File: config.mk
export PLATFORM = sky130hd
export DESIGN_NAME = cip_mubi_stim_gen
export DESIGN_NICKNAME = d
export VERILOG_FILES = /design/src/rtl/cip_mubi_stim_gen.sv
export SDC_FILE = /design/constraint.sdc
export NUM_CORES = 1
export LEC_CHECK = 0
export BUFFER_PORTS_ARGS = -buffer_cell sky130_fd_sc_hd__buf_2
export CAP_MARGIN = 20
export CELL_PAD_IN_SITES_DETAIL_PLACEMENT = 1
export CELL_PAD_IN_SITES_GLOBAL_PLACEMENT = 1
export CORE_UTILIZATION = 40
export DETAILED_ROUTE_END_ITERATION = 8
export GPL_ROUTABILITY_DRIVEN = 1
export PLACE_DENSITY_LB_ADDON = 0.1
export SLEW_MARGIN = 20
export SYNTH_ARGS = -nofsm -noshare
export SYNTH_HDL_FRONTEND = slang
export SYNTH_SLANG_ARGS = --single-unit
File: constraint.sdc
create_clock -name clk_i -period 2.75 [get_ports clk_i]
set_clock_uncertainty 0.2 [all_clocks]
set_input_delay 0.6875 -clock clk_i [delete_from_list [all_inputs] [get_ports clk_i]]
set_output_delay 0.6875 -clock clk_i [all_outputs]
set_load 0.02 [all_outputs]
File: src/rtl/cip_mubi_stim_gen.sv
// Mubi stimulus generator: walks each channel through TRUE, FALSE and
// every single-bit flip of TRUE, holding each value HoldCycles cycles.
module cip_mubi_stim_gen #(
  parameter int unsigned      NumMubis   = 1,
  parameter int unsigned      Width      = 4,
  parameter logic [Width-1:0] TrueVal    = 4'h6,
  parameter logic [Width-1:0] FalseVal   = 4'h9,
  parameter int unsigned      HoldCycles = 2,
  localparam int unsigned     IdxW = $clog2(NumMubis > 1 ? NumMubis : 2)
) (
  input  logic                             clk_i,
  input  logic                             rst_i,
  input  logic                             start_i,
  input  logic                             pause_i,
  input  logic                             abort_i,
  output logic [NumMubis-1:0][Width-1:0]   mubis_o,
  output logic [IdxW-1:0]                  cur_idx_o,
  output logic                             busy_o,
  output logic                             done_o
);

  if (FalseVal != ~TrueVal) begin : gen_bad_false
    $error("FalseVal must be the complement of TrueVal");
  end
  if (NumMubis < 1 || Width < 2 || HoldCycles < 1) begin : gen_bad_param
    $error("NumMubis>=1, Width>=2 and HoldCycles>=1 required");
  end

  localparam int unsigned HoldW = $clog2(HoldCycles > 1 ? HoldCycles : 2);
  localparam int unsigned StepW = $clog2(Width);

  localparam logic [HoldW-1:0] HoldMax = HoldW'(HoldCycles - 1);
  localparam logic [StepW-1:0] StepMax = StepW'(Width - 1);
  localparam logic [IdxW-1:0]  IdxMax  = IdxW'(NumMubis - 1);

  typedef logic [NumMubis-1:0][Width-1:0] arr_t;

  localparam arr_t AllFalse = {NumMubis{FalseVal}};

  typedef enum logic [1:0] {
    IDLE,
    DRV_TRUE,
    DRV_FALSE,
    DRV_INV
  } state_e;

  state_e           state;
  logic [HoldW-1:0] hold;
  logic [StepW-1:0] step;

  function automatic arr_t drive(
    input logic [IdxW-1:0]  idx,
    input logic [Width-1:0] val
  );
    arr_t a;
    for (int i = 0; i < NumMubis; i++) begin
      a[i] = (IdxW'(i) == idx) ? val : FalseVal;
    end
    return a;
  endfunction

  function automatic logic [Width-1:0] inv_val(
    input logic [StepW-1:0] k
  );
    return TrueVal ^ (Width'(1) << k);
  endfunction

  // Sweep FSM: hold counter, step walk and registered lane outputs.
  always_ff @(posedge clk_i) begin
    if (rst_i) begin
      state     <= IDLE;
      hold      <= '0;
      step      <= '0;
      mubis_o   <= AllFalse;
      cur_idx_o <= '0;
      busy_o    <= 1'b0;
      done_o    <= 1'b0;
    end else begin
      done_o <= 1'b0;
      if (state == IDLE) begin
        mubis_o <= AllFalse;
        if (start_i) begin
          state     <= DRV_TRUE;
          hold      <= '0;
          step      <= '0;
          cur_idx_o <= '0;
          busy_o    <= 1'b1;
          mubis_o   <= drive('0, TrueVal);
        end
      end else if (abort_i) begin
        state     <= IDLE;
        hold      <= '0;
        step      <= '0;
        mubis_o   <= AllFalse;
        cur_idx_o <= '0;
        busy_o    <= 1'b0;
      end else if (!pause_i) begin
        if (hold != HoldMax) begin
          hold <= hold + HoldW'(1);
        end else begin
          hold <= '0;
          unique case (state)
            DRV_TRUE: begin
              state   <= DRV_FALSE;
              mubis_o <= AllFalse;
            end
            DRV_FALSE: begin
              state   <= DRV_INV;
              step    <= '0;
              mubis_o <= drive(cur_idx_o, inv_val('0));
            end
            default: begin
              unique case (1'b1)
                (step != StepMax): begin
                  step    <= step + StepW'(1);
                  mubis_o <= drive(cur_idx_o,
                                   inv_val(step + StepW'(1)));
                end
                (step == StepMax && cur_idx_o != IdxMax): begin
                  step      <= '0;
                  state     <= DRV_TRUE;
                  cur_idx_o <= cur_idx_o + IdxW'(1);
                  mubis_o   <= drive(cur_idx_o + IdxW'(1), TrueVal);
                end
                default: begin
                  step      <= '0;
                  state     <= IDLE;
                  cur_idx_o <= '0;
                  busy_o    <= 1'b0;
                  done_o    <= 1'b1;
                  mubis_o   <= AllFalse;
                end
              endcase
            end
          endcase
        end
      end
    end
  end

endmodule

==> impl_metrics.env <==
export IMPL_status="completed"
export IMPL_syn_area_um2=830.8
export IMPL_vias=734
export IMPL_place_gp_congestion=0.7784
export IMPL_startpoint_type="flop"
export IMPL_fin_setup_tns_ns=0
export IMPL_viasPerCell=5.206
export IMPL_crit_required_ns=2.77
export IMPL_reg2reg_from="state[0]"
export IMPL_ant_nets=0
export IMPL_setup_violations=0
export IMPL_path_clk_slew_ns=0.08
export IMPL_design_power_total_mw=0.5528
export IMPL_design_area_um2=933.4
export IMPL_area_delta_synth_final_pct=12.35
export IMPL_period_share=0.7814
export IMPL_ys_seq_area_frac=0.2892
export IMPL_die_x_um=47.58
export IMPL_switchingPower_mw=0.1995
export IMPL_rows=16
export IMPL_critical_path_class="reg2reg"
export IMPL_synth_seq_cells=12
export IMPL_wl_per_cell_um=13.58
export IMPL_layout_common_cells="a21oi_1 (15), dfxtp_1 (12), ha_1 (11), buf_2 (11), nand2_1 (8)"
export IMPL_core_area_um2=1962
export IMPL_synth_largest_area_cell="dfxtp_1"
export IMPL_cap_viol_max_count=0
export IMPL_irDropWorstVdd_mv=0.2677
export IMPL_dpl_hpwl_um=1508
export IMPL_pwr_share_comb=0.358
export IMPL_report_final_slew_viol_count=0
export IMPL_hp_start="mubis_o[0]"
export IMPL_cts_htree_levels=1
export IMPL_dp_cells=137
export IMPL_leakagePower_nw=0.3861
export IMPL_clock_sinks=12
export IMPL_powerDensity_nw_per_um2=592.3
export IMPL_switching_share=0.3609
export IMPL_critPathMaxFanout=10
export IMPL_num_io_pins=12
export IMPL_antennaDiodeCount=0
export IMPL_cts_buffers=3
export IMPL_syn_num_nets=119
export IMPL_synth_edf_count=0
export IMPL_worstSkewPairLatency_ns=0.28
export IMPL_crit_path_end_kind="flop"
export IMPL_stdcell_count=141
export IMPL_cts_setup_buffers=0
export IMPL_cts_tree="yes"
export IMPL_yosysWarnings=0
export IMPL_reg2reg_depth=6
export IMPL_firstDrtPassIters=4
export IMPL_cts_root_buffer="clkbuf_4"
export IMPL_fmax_mhz=465.4
export IMPL_dp_slack_ns=0.6092
export IMPL_nNetsFinal=131
export IMPL_fp_dieH_um=47.58
export IMPL_finish_utilization=0.4758
export IMPL_finalCriticalPeriod_ns=2.149
export IMPL_worst_pin_slew_ns=0.4561
export IMPL_hold_viol=0
export IMPL_drc=0
export IMPL_synthCells=103
export IMPL_synth_distinct_cells=30
export IMPL_drive_gt1_frac=0.1754
export IMPL_synth_ff_type="dfxtp_1"
export IMPL_reg2reg_to="state[1]"
export IMPL_track_usage=0.2025
export IMPL_yosysTopAreaCellShare=0.2892
export IMPL_die_area_um2=2263
export IMPL_whs_ns=0.2700
export IMPL_place_port_buffers=11
export IMPL_async_reset_ff_frac=0
export IMPL_grt_pass1_wl_um=3105
export IMPL_start_util=0.4235
export IMPL_hp_class="reg2reg"
export IMPL_cts_resized=0
export IMPL_grt_pass1_vias=702
export IMPL_routed_wl_um=1915
export IMPL_cp_data_arrival_time_ns=2.17
export IMPL_min_path_cells=2
export IMPL_grt_antenna_before_repair=0
export IMPL_nFillCells=264
export IMPL_worst_hold_path_endpoint="mubis_o[0]"
export IMPL_grt_max_degree=13
export IMPL_postCtsHoldBufs=0
export IMPL_netlist_top_cells_area="dfxtp_1 (29%), ha_1 (17%), a21oi_1 (9.0%), nand2b_1 (4.5%), a211oi_1 (3.6%)"
export IMPL_p_int_mw=0.3533
export IMPL_grt_ovfl_total=0
export IMPL_reg2reg_setup_slack_ns=0.60
export IMPL_rsz0062_at_grt="false"
export IMPL_setup_ws_ns=0.6011
export IMPL_drtIter0Drc=8
export IMPL_clk_path_buf_depth=2
export IMPL_final_common_cell="a21oi_1"
export IMPL_dpl_instance_area_um2=897.1
export IMPL_power_frac_clock=0.267
export IMPL_sequentialPowerShare=0.375
export IMPL_max_slew_margin=0.6941
export IMPL_syn_mean_instance_area_um2=8.066
-- cells in the mapped netlist (2+ instances only) --
cell type and instances:
a21oi_1 15, dfxtp_1 12, ha_1 11, nand2_1 8, inv_1 7, nor2_1 7
nand2b_1 6, a211oi_1 4, nor3_1 4, clkbuf_1 3, nor2b_1 3, o31ai_1 3
nand3b_1 2, o21ai_0 2
-- worst max-delay path, stage by stage, from the launching register on --
cell and delay [ns]:
dfxtp_1 0.38, inv_1 0.11, ha_1 0.33, or2_4 0.32, or4_4 0.45, a21o_1 0.21, a21oi_2 0.10
-- cells by family after synthesis --
family,share of synthesized area
flip-flops,0.2892
adder cells (fa/ha/maj),0.1657
buffers and inverters,0.05874
AO/OA/AOI/OAI,0.2214
AND/OR/NAND/NOR,0.2651
-- power groups by stage --
stage	combinational, mW	sequential, mW	clock, mW
3_5_place_dp	0.197	0.212	0
5_1_grt	0.222	0.212	0.163
2_1_floorplan	0.137	0.227	0
4_1_cts	0.198	0.208	0.153
6_report	0.198	0.207	0.148
3_3_place_gp	0.195	0.211	0
-- registers in the layout (all words and copies together), names as in the netlist --
register	flops
hold	1
mubis_o	4
cur_idx_o	1
step	2
busy_o	1
done_o	1
state	2
-- per-layer routing --
metal	global-route usage	vias to the layer above	share of wire
met5	0	-	0
li1	-	381	-
met2	0.3288	14	0.46
met1	0.2432	335	0.49
met3	0.07547	4	0.036
met4	0.07778	0	0.013
-- cell type report --
type,instances,area (um^2),area share
multi-input cells,80,541.8,0.5804
well taps,27,33.78,0.03619
flip-flops and latches,12,240.2,0.2574
repair buffers,11,55.05,0.05898
clock buffers,4,36.28,0.03887
inverters,7,26.28,0.02815
-- worst max path at each step --
stage | startpoint | end
CTS | state[1] | state[1]
finish | state[0] | state[1]
detailed placement | state[1] | state[1]
global route | state[0] | state[1]
global placement | state[1] | state[0]
floorplan | state[0] | state[1]
(Power assumes the default switching activity.)
